`config.mk`:
```
export PLATFORM = sky130hd
export DESIGN_NAME = fetch_unit
export DESIGN_NICKNAME = d
export VERILOG_FILES = /design/src/rtl/mips_pkg.sv /design/src/rtl/fetch_unit_next_pc_calc.sv /design/src/rtl/fetch_unit.sv
export SDC_FILE = /design/constraint.sdc
export NUM_CORES = 1
export LEC_CHECK = 0
export ABC_AREA = 1
export BUFFER_PORTS_ARGS = -buffer_cell sky130_fd_sc_hd__buf_4
export CAP_MARGIN = 0
export CORE_MARGIN = 4
export CORE_UTILIZATION = 55
export CTS_CLUSTER_SIZE = 8
export DETAILED_ROUTE_END_ITERATION = 8
export PLACE_DENSITY = 0.86
export SLEW_MARGIN = 10
export SYNTH_ARGS = -nofsm -noshare
export SYNTH_HDL_FRONTEND = slang
export SYNTH_SLANG_ARGS = --single-unit
```
`constraint.sdc`:
```
create_clock -name clk -period 4.4 [get_ports clk]
set_input_delay 0.44 -clock clk [delete_from_list [all_inputs] [get_ports clk]]
set_output_delay 0.44 -clock clk [all_outputs]
set_load 0.03 [all_outputs]
```
`src/rtl/mips_pkg.sv`:
```
// Shared MIPS definitions: opcode constants and fetch FSM state encoding.
// Imported by the fetch stage and its next-PC helper.
package mips_pkg;

    localparam logic [5:0] OP_RTYPE = 6'h00;
    localparam logic [5:0] OP_J     = 6'h02;
    localparam logic [5:0] OP_BEQ   = 6'h04;
    localparam logic [5:0] OP_ADDI  = 6'h08;
    localparam logic [5:0] OP_LW    = 6'h23;
    localparam logic [5:0] OP_SW    = 6'h2B;
    localparam logic [5:0] OP_HALT  = 6'h3F;

    typedef enum logic [1:0] {
        ST_FETCH,
        ST_WAIT,
        ST_READY,
        ST_HALT
    } fetch_state_t;

endpackage

```
`src/rtl/fetch_unit_next_pc_calc.sv`:
```
// Combinational next-PC selection for the fetch stage.
// Priority: jump, then taken branch, then sequential; wrap is silent.
module next_pc_calc
    import mips_pkg::*;
(
    input  logic [31:0] pc_plus4,
    input  logic [25:0] index,
    input  logic        jump,
    input  logic        branch,
    input  logic        alu_zero,
    output logic [31:0] next_pc
);

    logic [31:0] imm_sext;
    logic [31:0] branch_target;
    logic [31:0] jump_target;

    assign imm_sext      = {{16{index[15]}}, index[15:0]};
    assign branch_target = pc_plus4 + {imm_sext[29:0], 2'b00};
    assign jump_target   = {pc_plus4[31:28], index, 2'b00};

    always_comb begin
        next_pc = pc_plus4;
        if (jump) begin
            next_pc = jump_target;
        end else if (branch && alu_zero) begin
            next_pc = branch_target;
        end
    end

endmodule

```
`src/rtl/fetch_unit.sv`:
```
// Instruction-fetch stage: PC, IR and the req/ack fetch FSM.
// Optional PC bounds checking is enabled by defining PC_BOUNDS_CHECK_EN.
module fetch_unit
    import mips_pkg::*;
#(
    parameter logic [31:0] RESET_PC   = 32'h0000_0000,
    parameter int          IMEM_WORDS = 256
)
(
    input  logic        clk,
    input  logic        reset,
    input  logic        pcupdate,
    input  logic        jump,
    input  logic        branch,
    input  logic        alu_zero,
    output logic        imem_req,
    output logic [31:0] imem_addr,
    input  logic        imem_ack,
    input  logic [31:0] imem_rdata,
    output logic [31:0] instr,
    output logic [5:0]  opcode,
    output logic [4:0]  rs,
    output logic [4:0]  rt,
    output logic [4:0]  rd,
    output logic [5:0]  funct,
    output logic [31:0] imm_sext,
    output logic [31:0] pc,
    output logic [31:0] pc_plus4,
    output logic        instr_valid,
    output logic        halted,
    output logic        seq_err,
    output logic        fault
);

    localparam logic [32:0] PC_LIMIT = 33'(IMEM_WORDS) * 33'd4;

    fetch_state_t state, state_next;

    logic [31:0] pc_q;
    logic [31:0] ir_q;
    logic [31:0] next_pc;
    logic        seq_err_q;
    logic        fault_q;
    logic        load_pc;
    logic        load_ir;
    logic        set_seq_err;
    logic        set_fault;
    logic        oob;
    logic        fault_hit;

    assign pc_plus4 = pc_q + 32'd4;

    next_pc_calc u_next_pc (
        .pc_plus4 (pc_plus4),
        .index    (ir_q[25:0]),
        .jump     (jump),
        .branch   (branch),
        .alu_zero (alu_zero),
        .next_pc  (next_pc)
    );

    assign oob = (next_pc[1:0] != 2'b00) || ({1'b0, next_pc} >= PC_LIMIT);

`ifdef PC_BOUNDS_CHECK_EN
    assign fault_hit = oob;
`else
    logic unused_oob;
    assign fault_hit  = 1'b0;
    assign unused_oob = oob;
`endif

    always_ff @(posedge clk) begin
        if (reset) begin
            state <= ST_FETCH;
        end else begin
            state <= state_next;
        end
    end

    always_comb begin
        state_next  = state;
        load_pc     = 1'b0;
        load_ir     = 1'b0;
        set_seq_err = 1'b0;
        set_fault   = 1'b0;
        case (state)
            ST_FETCH, ST_WAIT: begin
                set_seq_err = pcupdate;
                if (imem_ack) begin
                    load_ir    = 1'b1;
                    state_next = (imem_rdata[31:26] == OP_HALT) ? ST_HALT : ST_READY;
                end else begin
                    state_next = ST_WAIT;
                end
            end
            ST_READY: begin
                if (pcupdate) begin
                    load_pc    = 1'b1;
                    state_next = ST_FETCH;
                    // A bad target halts before any request leaves the stage
                    if (fault_hit) begin
                        set_fault  = 1'b1;
                        state_next = ST_HALT;
                    end
                end
            end
            ST_HALT: begin
                state_next = ST_HALT;
            end
            default: begin
                state_next = ST_FETCH;
            end
        endcase
    end

    always_ff @(posedge clk) begin
        if (reset) begin
            pc_q      <= RESET_PC;
            ir_q      <= 32'h0;
            seq_err_q <= 1'b0;
            fault_q   <= 1'b0;
        end else begin
            if (load_pc) begin
                pc_q <= next_pc;
            end
            if (load_ir) begin
                ir_q <= imem_rdata;
            end
            if (set_seq_err) begin
                seq_err_q <= 1'b1;
            end
            if (set_fault) begin
                fault_q <= 1'b1;
            end
        end
    end

    // Request is masked during reset so an in-flight fetch drops at once
    assign imem_req    = !reset && ((state == ST_FETCH) || (state == ST_WAIT));
    assign imem_addr   = pc_q;
    assign pc          = pc_q;
    assign instr       = ir_q;
    assign opcode      = ir_q[31:26];
    assign rs          = ir_q[25:21];
    assign rt          = ir_q[20:16];
    assign rd          = ir_q[15:11];
    assign funct       = ir_q[5:0];
    assign imm_sext    = {{16{ir_q[15]}}, ir_q[15:0]};
    assign instr_valid = (state == ST_READY) || (state == ST_HALT);
    assign halted      = (state == ST_HALT);
    assign seq_err     = seq_err_q;
    assign fault       = fault_q;

endmodule
```
==> run summary <==
## STA
* Final min period: 3.41 ns
* highest achievable clock rate: 293 MHz
* RSZ-0062 raised after global routing: no
* worst relative slew slack: 38.4%
* setup tns final: 0 ns
* Tcrit/Tclk final: 77.5%
* actual transition at the worst max-transition pin: 0.922 ns
* number of max-slew violations in the final report: 0
* hold violation total from the final report: 0
* setup skew after layout: 0.00664 ns
* final setup violating endpoints: 0

## CTS
* clock insertion delay at the later pin of the skew report: 0.34 ns
* CTS tree: built
* sink count of the clock tree: 65
* buffers inserted by post-CTS timing repair: 0
* buffer depth of the longest clock path: 2
* root buffer cell: clkbuf_16
* CTS buffer count: 9
* maximum level of the CTS H-tree: 3
* post-cts repair resize count: 0
* number of hold buffers added after CTS: 0
* Clock Pin Slew Worst Setup and Hold Paths: 0.06 ns

## Yosys
* sequential fraction of the synthesis area: 19.1%
* mean post-synth cell area: 5.70 sq um
* number of instances in the synthesized netlist: 1197
* Synth async-reset ratio: 0%
* number of synthesized flops with an enable pin: 0
* Cell variety after synth: 41
* dominant cells by area after synthesis: nand2_1 21%, dfxtp_1 19%, buf_4 11%
* cell area after technology mapping: 6820 sq um
* library cell occupying the most area in the post-synthesis netlist: nand2_1
* dominant register cell in the synthesized netlist: dfxtp_1
* warning count from the yosys run: 0
* portion of synthesized cell area occupied by the leading cell type: 20.6%
* post-synthesis register bit count: 65

## Power and ir drop
* Power Dens Cells: 273 nW/um^2
* switching power of the nets: 0.840 mW
* switching power share of the total: 37.1%
* portion of total power attributed to the clock network: 37.5%
* PnR Total Power: 2.27 mW
* Power Internal: 1.43 mW
* highest ir drop seen on vdd: 316 uV
* leakage: 4.64 nW
* register share of total power: 30.9%
* power share of the combinational group: 31.6%

## Global routing
* total congestion overflow after global routing: 0
* GRT Total Usage: 33.3%
* number of antenna violations at the first check in global routing: 0
* vias in the first global route: 7270
* first-pass GRT wire length: 37900 um
* largest net degree at the start of global routing: 57

## Flow run
* Max-Cap Viols: 0

## Layout
* most common cell after layout, fill and taps aside: nand2_1
* leading cell types in the layout, fill and taps excluded: 375 x nand2_1, 229 x buf_4, 156 x inv_1
* ant diodes: 0
* synthesis-to-finish area growth: 21.8%
* Final Net Count: 1398
* number of filler instances in the final layout: 1118
* fraction of final layout cells sized beyond drive strength 1: 21.0%

## Detailed routing
* count of vias placed by the detailed router: 7957
* final routed wire length divided by cell count: 16.5 um
* number of antenna-violating nets in the routed design: 0
* drt first pass iters: 8
* via count normalized by instance count: 5.32
* detailed router's first-iteration violation count: 964
* DRC: 0
* total length of routed wires: 24700 um

## Worst setup path
* nature of the critical path endpoint: flop
* Worst Reg-to-Reg Cells: 16
* launch point of the worst reg-to-reg path: imem_addr[11]
* worst setup slack for register-to-register paths: 0.99 ns
* critical path data required time: 4.64 ns
* kind of start point of the critical path: flop
* Worst EP arrival: 3.65 ns
* peak fanout along the critical path: 7
* type of the worst setup path: flop to flop
* capture instance of the worst register-to-register path: imem_addr[29]

## Placement
* number of input and output port buffers inserted: 223
* Final GP Congestion: 1.03
* Final HPWL DP: 19400 um

## Floorplan
* number of core rows: 40
* starting density of the core: 56.5%
* Total Die Area: 14200 sq um
* die boundary height: 119 um
* DIE WIDTH: 119 um
* top-level I/O count: 231
* area of the core region: 12100 sq um

## Run status
* run status: completed

## Min path
* WHS Endpoint: seq_err
* class of the tightest hold or removal check: primary input to flop
* Hold Crit Start: reset
* depth of the worst hold-timing path: 2

==> critical path, cell delays in order, from the launching register on <==
cell and delay [ns]:
dfxtp_1 0.55, nand2_1 0.15, nor2_1 0.17, nand2_1 0.07
nor3_1 0.24, nand3_1 0.18, and2_1 0.27, ha_1 0.42
nand2_1 0.13, nor2_1 0.23, nand2_1 0.15, nor3_1 0.16
nand2_1 0.16, nand3_1 0.14, nand3_1 0.12, nand2_1 0.12
nand2_1 0.05
==> per-stage QoR <==
step	worst slack (ns)	hold WS [ns]	std cells	instance area, sq um	utilization [%]
4_1_cts	1.08	0.306	1495	8310	68.9
6_report	0.988	0.310	1495	8310	68.9
2_1_floorplan	1.06	0.503	1203	6840	-
3_3_place_gp	1.09	0.493	1479	7960	66.0
3_5_place_dp	1.09	0.497	1479	7960	66.0
5_1_grt	0.602	0.326	1495	8310	68.9
==> logic make-up (layout without fill, tap and decap cells) <==
family / after synthesis / count (layout) / share of synthesized area, %
AND/OR/NAND/NOR: 668 / 668 / 41.2
buffers and inverters: 283 / 407 / 20.9
AO/OA/AOI/OAI: 128 / 128 / 9.83
flip-flops: 65 / 65 / 19.1
adder cells (fa/ha/maj): 37 / 37 / 6.90
XOR/XNOR: 15 / 15 / 2.04
other: 1 / 7 / 0.0550
==> state kept, by name (all words and copies together), names as in the netlist <==
signal and flops:
imem_addr 30, instr 32, seq_err 1, state 2
==> cells in the mapped netlist, drive strengths merged, types with 6 or more instances <==
library cell and instances:
nand3 82, nor2 164, o21ai 72, xor2 13
buf 99, inv 160, nand2 383, or2 6
dfxtp 65, ha 36, clkbuf 22, nor3 11
a21oi 45, nand4 11
==> final cells by class <==
class | count | area [sq um] | share of cell area, %
Clock buffer | 9 | 225 | 2.71
Clock inverter | 7 | 124 | 1.49
Inverter | 162 | 608 | 7.32
Multi-Input combinational cell | 855 | 4120 | 49.6
Sequential cell | 65 | 1300 | 15.7
Tap cell | 168 | 210 | 2.53
Timing Repair Buffer | 229 | 1720 | 20.7
==> worst max path at each step <==
stage / startpoint / endpoint / slack [ns] / cells after the start
finish: imem_addr[11] / imem_addr[29] / 0.99 / 16
global route: imem_addr[2] / imem_addr[29] / 0.60 / 20
CTS: imem_addr[2] / imem_addr[29] / 1.08 / 20
detailed placement: imem_addr[2] / imem_addr[29] / 1.09 / 20
global placement: imem_addr[11] / imem_addr[29] / 1.09 / 16
floorplan: imem_addr[2] / imem_addr[29] / 1.06 / 20
==> per-layer routing <==
metal,wire length (um),global-route usage (%),vias up,part of all wire (%)
met5,0,0,-,0
met4,728,10.9,0,2.9
met3,2550,6.70,54,10
met2,11300,55.2,460,46
met1,10100,43.2,3564,41
li1,-,-,3879,-
==> power groups by stage <==
| stage | logic, mW | clock network (mW) | registers [mW] |
|---|---|---|---|
| 3_3_place_gp | 0.702 | 0 | 0.707 |
| 3_5_place_dp | 0.709 | 0 | 0.707 |
| 2_1_floorplan | 0.454 | 0 | 0.754 |
| 4_1_cts | 0.713 | 0.849 | 0.696 |
| 5_1_grt | 0.766 | 0.871 | 0.703 |
| 6_report | 0.717 | 0.850 | 0.700 |
(Power assumes the default switching activity.)
